[src/rtl/switch_arb_pkg.sv]
// Shared constants, types and the round-robin pick helper for the switch port arbiter.
package switch_arb_pkg;

    localparam int NUM_PORTS        = 4;
    localparam int ADDR_W           = 2;
    localparam int DEFAULT_MAX_HOLD = 16;

    typedef logic [ADDR_W-1:0] port_idx_t;
    typedef logic [7:0]        hold_cnt_t;

    typedef enum logic {
        OUT_IDLE,
        OUT_BUSY
    } out_state_e;

    typedef struct packed {
        logic      found;
        port_idx_t idx;
    } rr_pick_t;

    function automatic port_idx_t nextIdx(input port_idx_t idx);
        return port_idx_t'((int'(idx) + 1) % NUM_PORTS);
    endfunction

    // Walks from farthest to nearest so the requester closest to ptr is the last one written.
    function automatic rr_pick_t rrPick(input logic [NUM_PORTS-1:0] req, input port_idx_t ptr);
        rr_pick_t pick;
        int       c;
        pick = '0;
        for (int k = NUM_PORTS - 1; k >= 0; k--) begin
            c = (int'(ptr) + k) % NUM_PORTS;
            if (req[c]) begin
                pick.found = 1'b1;
                pick.idx   = port_idx_t'(c);
            end
        end
        return pick;
    endfunction

endpackage

[src/rtl/switch_port_arbiter_rr_out_ctrl.sv]
// One output port's owner FSM: round-robin pointer, hold counter and watchdog release.
module rr_out_ctrl
    import switch_arb_pkg::*;
#(
    parameter int MAX_HOLD = DEFAULT_MAX_HOLD
) (
    input  logic                 clk,
    input  logic                 reset,
    input  logic [NUM_PORTS-1:0] i_req,
    output logic                 o_busy,
    output port_idx_t            o_sel,
    output logic                 o_timeout,
    output logic                 o_forceRelease
);

    out_state_e           r_state, w_nextState;
    port_idx_t            r_sel, w_nextSel;
    port_idx_t            r_ptr, w_nextPtr;
    port_idx_t            w_arbPtr;
    hold_cnt_t            r_hold, w_nextHold;
    logic                 r_timeout, w_nextTimeout;
    logic [NUM_PORTS-1:0] w_arbReq;
    logic                 w_ownerReq;
    logic                 w_forceRelease;
    logic                 w_release;
    rr_pick_t             w_pick;

    assign w_ownerReq     = i_req[r_sel];
    assign w_forceRelease = (r_state == OUT_BUSY) && w_ownerReq && (r_hold >= hold_cnt_t'(MAX_HOLD));
    assign w_release      = (r_state == OUT_BUSY) && (!w_ownerReq || w_forceRelease);

    // On release the old owner is excluded and the search starts just past it.
    always_comb begin
        w_arbPtr = r_ptr;
        w_arbReq = i_req;
        if (w_release) begin
            w_arbPtr        = nextIdx(r_sel);
            w_arbReq[r_sel] = 1'b0;
        end
    end

    assign w_pick = rrPick(w_arbReq, w_arbPtr);

    always_comb begin
        w_nextState   = r_state;
        w_nextSel     = r_sel;
        w_nextPtr     = r_ptr;
        w_nextHold    = r_hold;
        w_nextTimeout = 1'b0;
        case (r_state)
            OUT_IDLE: begin
                if (w_pick.found) begin
                    w_nextState = OUT_BUSY;
                    w_nextSel   = w_pick.idx;
                    w_nextHold  = 8'd1;
                end
            end
            OUT_BUSY: begin
                if (w_release) begin
                    w_nextPtr     = w_arbPtr;
                    w_nextTimeout = w_forceRelease;
                    if (w_pick.found) begin
                        w_nextSel  = w_pick.idx;
                        w_nextHold = 8'd1;
                    end else begin
                        w_nextState = OUT_IDLE;
                        w_nextHold  = 8'd0;
                    end
                end else if (r_hold < hold_cnt_t'(MAX_HOLD)) begin
                    w_nextHold = r_hold + 8'd1;
                end
            end
            default: w_nextState = OUT_IDLE;
        endcase
    end

    always_ff @(posedge clk) begin
        if (reset) begin
            r_state   <= OUT_IDLE;
            r_sel     <= '0;
            r_ptr     <= '0;
            r_hold    <= '0;
            r_timeout <= 1'b0;
        end else begin
            r_state   <= w_nextState;
            r_sel     <= w_nextSel;
            r_ptr     <= w_nextPtr;
            r_hold    <= w_nextHold;
            r_timeout <= w_nextTimeout;
        end
    end

    assign o_busy         = (r_state == OUT_BUSY);
    assign o_sel          = r_sel;
    assign o_timeout      = r_timeout;
    assign o_forceRelease = w_forceRelease;

endmodule

[src/rtl/switch_port_arbiter.sv]
// Top of the per-output round-robin arbiter: request decode, blocked inputs and grant merge.
module switch_port_arbiter
    import switch_arb_pkg::*;
#(
    parameter int MAX_HOLD = DEFAULT_MAX_HOLD
) (
    input  logic                             clk,
    input  logic                             reset,
    input  logic [NUM_PORTS-1:0]             valid_in,
    input  logic [NUM_PORTS-1:0][ADDR_W-1:0] addr_in,
    output logic [NUM_PORTS-1:0]             grant_o,
    output logic [NUM_PORTS-1:0]             out_busy,
    output logic [NUM_PORTS-1:0][ADDR_W-1:0] out_sel,
    output logic [NUM_PORTS-1:0]             timeout_o
);

    logic [NUM_PORTS-1:0] r_blocked;
    logic [NUM_PORTS-1:0] w_blockSet;
    logic [NUM_PORTS-1:0] w_force;
    logic [NUM_PORTS-1:0] w_busy;
    logic [NUM_PORTS-1:0] w_timeout;
    logic [NUM_PORTS-1:0] w_grant;
    logic [NUM_PORTS-1:0] w_reqByOut [NUM_PORTS];
    port_idx_t            w_sel      [NUM_PORTS];

    always_comb begin
        for (int j = 0; j < NUM_PORTS; j++) begin
            w_reqByOut[j] = '0;
            for (int i = 0; i < NUM_PORTS; i++) begin
                w_reqByOut[j][i] = valid_in[i] && (addr_in[i] == port_idx_t'(j)) && !r_blocked[i];
            end
        end
    end

    for (genvar g = 0; g < NUM_PORTS; g++) begin : gen_out
        rr_out_ctrl #(
            .MAX_HOLD(MAX_HOLD)
        ) u_ctrl (
            .clk           (clk),
            .reset         (reset),
            .i_req         (w_reqByOut[g]),
            .o_busy        (w_busy[g]),
            .o_sel         (w_sel[g]),
            .o_timeout     (w_timeout[g]),
            .o_forceRelease(w_force[g])
        );
        assign out_sel[g] = w_sel[g];
    end

    always_comb begin
        w_grant    = '0;
        w_blockSet = '0;
        for (int j = 0; j < NUM_PORTS; j++) begin
            if (w_busy[j]) begin
                w_grant[w_sel[j]] = 1'b1;
            end
            if (w_force[j]) begin
                w_blockSet[w_sel[j]] = 1'b1;
            end
        end
    end

    // A timed-out input stays locked out until it drops valid for at least one cycle.
    always_ff @(posedge clk) begin
        if (reset) begin
            r_blocked <= '0;
        end else begin
            r_blocked <= (r_blocked | w_blockSet) & valid_in;
        end
    end

    assign grant_o   = w_grant;
    assign out_busy  = w_busy;
    assign timeout_o = w_timeout;

endmodule

[config.mk]
export PLATFORM = sky130hd
export DESIGN_NAME = switch_port_arbiter
export DESIGN_NICKNAME = d
export VERILOG_FILES = /design/src/rtl/switch_arb_pkg.sv /design/src/rtl/switch_port_arbiter_rr_out_ctrl.sv /design/src/rtl/switch_port_arbiter.sv
export SDC_FILE = /design/constraint.sdc
export NUM_CORES = 1
export LEC_CHECK = 0
export CORE_MARGIN = 4
export CORE_UTILIZATION = 56
export DETAILED_ROUTE_END_ITERATION = 16
export GPL_TIMING_DRIVEN = 0
export PLACE_DENSITY = 0.83
export SETUP_SLACK_MARGIN = 0.05
export SLEW_MARGIN = 30
export SYNTH_ARGS = -nofsm -noshare
export SYNTH_HDL_FRONTEND = slang
export SYNTH_SLANG_ARGS = --single-unit
[constraint.sdc]
create_clock -name clk -period 4 [get_ports clk]
set_input_delay 0.6 -clock clk [delete_from_list [all_inputs] [get_ports clk]]
set_output_delay 0.6 -clock clk [all_outputs]
set_load 0.02 [all_outputs]
==> results of run 1 <==
[path summary, 6_finish.rpt]
check | startpoint | to | slack [ns] | cells past startpoint
setup / recovery | addr_in[2] | gen_out[1].u_ctrl.o_sel[0]$_SDFFE_PP0P_ | 0.56 | 9
hold / removal | gen_out[0].u_ctrl.r_hold[4]$_SDFFE_PP0P_ | gen_out[0].u_ctrl.r_hold[4]$_SDFFE_PP0P_ | 0.47 | 2
setup reg to reg | r_blocked[0]$_SDFF_PP0_ | gen_out[1].u_ctrl.o_sel[0]$_SDFFE_PP0P_ | 1.02 | 8
hold reg to reg | gen_out[0].u_ctrl.r_hold[4]$_SDFFE_PP0P_ | gen_out[0].u_ctrl.r_hold[4]$_SDFFE_PP0P_ | 0.47 | 2
[per-layer routing]
metal | global-route usage (%) | up-vias | routed length [um]
met5 | 0 | - | 0
met4 | 13.2 | 0 | 333
met3 | 4.33 | 39 | 707
met2 | 39.7 | 178 | 4700
met1 | 34.2 | 1782 | 4700
li1 | - | 1857 | -
[critical path: stages]
cell,delay [ns]
clkdlybuf4s50_1,0.57
or4bb_1,0.60
o22ai_1,0.24
o21ai_1,0.16
nand2_1,0.25
mux2_2,0.42
mux2_2,0.29
a211o_1,0.30
o41ai_1,0.25
[where the power goes]
part	switching (mW)	internal (mW)	leakage, nW
registers	0.0274	0.621	0.487
logic	0.221	0.145	1.15
clock network	0.265	0.284	0.0910
[cells by family after synthesis]
family | after synthesis
flops | 60
fa+ha+maj | 24
mux | 12
buf+inv | 49
simple gates | 192
compound gates | 138
[state kept, by name, indices dropped and copies added (netlist names)]
register	count
gen_out.u_ctrl.o_sel	8
r_blocked	4
gen_out.u_ctrl.o_busy	4
gen_out.u_ctrl.r_hold	32
gen_out.u_ctrl.r_ptr	8
gen_out.u_ctrl.o_timeout	4
[Yosys cell counts (all sizes together) (6+ instances only)]
cell type	n	share of area, %
a221oi	6	1.4
mux2i	6	1.6
o21ai	27	3.6
dfxtp	60	31
ha	24	7.8
nor2	50	4.9
nor3	17	2.2
nand3	10	1.3
a31oi	6	0.98
nand2	41	4.0
a21oi	39	5.1
a22oi	11	2.1
nand4	10	1.6
clkbuf	14	1.4
and3	11	1.8
inv	26	2.5
buf	9	1.9
and2	8	1.3
nand2b	7	1.1
[stage by stage]
step | instance area [um2] | setup WS (ns) | std cells | hold WS (ns)
2_1_floorplan | 3840 | 1.11 | 475 | 0.432
3_3_place_gp | 4260 | 0.336 | 584 | 0.447
3_5_place_dp | 4260 | 0.290 | 584 | 0.464
4_1_cts | 4450 | 0.643 | 600 | 0.474
5_1_grt | 4450 | 0.452 | 600 | 0.495
6_report | 4450 | 0.563 | 600 | 0.468
[final cells by class]
| class | count | area, um2 |
|---|---|---|
| Multi-Input combinational cell | 366 | 2420 |
| Fill cell | 548 | 2050 |
| Sequential cell | 60 | 1200 |
| Timing Repair Buffer | 32 | 320 |
| Clock buffer | 9 | 124 |
| Buffer | 23 | 124 |
| Inverter | 26 | 97.6 |
| Tap cell | 77 | 96.3 |
| Clock inverter | 7 | 67.6 |
==> flow_summary.toml, run 1 <==
[synthesis]
muxShareOfSynthArea_pct = 4.20
syn_inst = 475
synth_area_um2 = 3840
synthAdderAreaFrac_pct = 7.82
synth_compound_area_share_pct = 23.8
ys_warn_count = 0
ys_async_sr_fraction_pct = 0
ys_seq_area_share_pct = 31.3
syn_avg_cell_area_um2 = 8.09
syn_nets = 513
yosys_most_used_dff = "dfxtp_1"
synth_edf_count = 0
synth_top_family_by_area = "simple AND/OR/NAND/NOR gates"
synth-seq-cells = 60
synth-simple-area-share_pct = 27.2
synth_xor_xnor_area_share_pct = 0
synthDistinctLibCells = 60

[timing]
fin_crit_ns = 3.44
post-route-period-util_pct = 85.9
maxSlewHeadroom_pct = 46.3
rsz0062_at_grt = "no"
report.final.slew_viol_count = 0
skew_ns = 0.0116
fmax_ghz = 0.291
fin_setup_tns_ns = 0
finalHoldViolations = 0
setup_viol = 0
worstMarginPinSlew_ns = 0.800

[worst_setup_path]
crit_fanout = 6
arrival_ns = 3.69
critPathRequiredTime_ns = 4.25
crit_path_end_kind = "register"
criticalPathCategory = "primary input to register"
critPathLaunchType = "primary input"

[clock_network]
clkSlewWorstSetupHoldPaths_ns = 0.08
cts-htree-levels = 3
clk_path_buf_depth = 2
cts_resized = 0
cts_tree = "built"
hold_buffers = 0
cts_setup_buffers = 0
clock-sinks = 60
cts_buffers = 9
clk_latency_ns = 0.36
root_buffer = "clkbuf_8"

[drt]
firstDrtPassIters = 5
vias_per_cell = 6.43
drcViolationCount = 0
vias = 3856
drtAntennaViolNets = 0
dr.first_iter.drc_count = 261
wl_per_cell_um = 17.4
wirelength_um = 10400

[finish]
drive_gt1_share_pct = 7.84
syn_to_final_growth_pct = 15.8
layout_common_cells = "60 x dfxtp_1, 50 x nor2_1, 41 x nand2_1"
num-nets-final = 556
fin_util_pct = 68.5
final_common_cell = "dfxtp_1"
antennaDiodeCount = 0

[global_route]
grt_pass1_wl_um = 17200
grt_pass1_vias = 3595
grt_max_degree = 12
track_usage_pct = 25.7
antenna_found_initial = 0
gr-total-overflow = 0

[floorplan]
start_util_pct = 59.1
fp.dieW_um = 90.8
io_pins = 34
rows = 29
die_h_um = 90.8
dieArea_um2 = 8250
coreArea_um2 = 6490

[power]
max-vdd-ir-drop_uv = 228
power.density_nw_per_um2 = 351
total_power_mw = 1.56
p_leak_nw = 1.73

[status]
run_status = "finished clean"

[place]
hpwl_um = 7450
portBuffers = 32
gp_congestion = 0.953

[flow_run]
drv_cap = 0

[worst_hold_path]
hold_class = "register to register"
(Power assumes the default switching activity.)
==> run 2: changes to the inputs <==
--- a/config.mk
+++ b/config.mk
@@ -5,6 +5,7 @@
 export SDC_FILE = /design/constraint.sdc
 export NUM_CORES = 1
 export LEC_CHECK = 0
+export ABC_CLOCK_PERIOD_IN_PS = 4000
 export CORE_MARGIN = 4
 export CORE_UTILIZATION = 56
 export DETAILED_ROUTE_END_ITERATION = 16
==> results of run 2 <==
No change in the layout: final DEF, timing and power equal those of run 1.
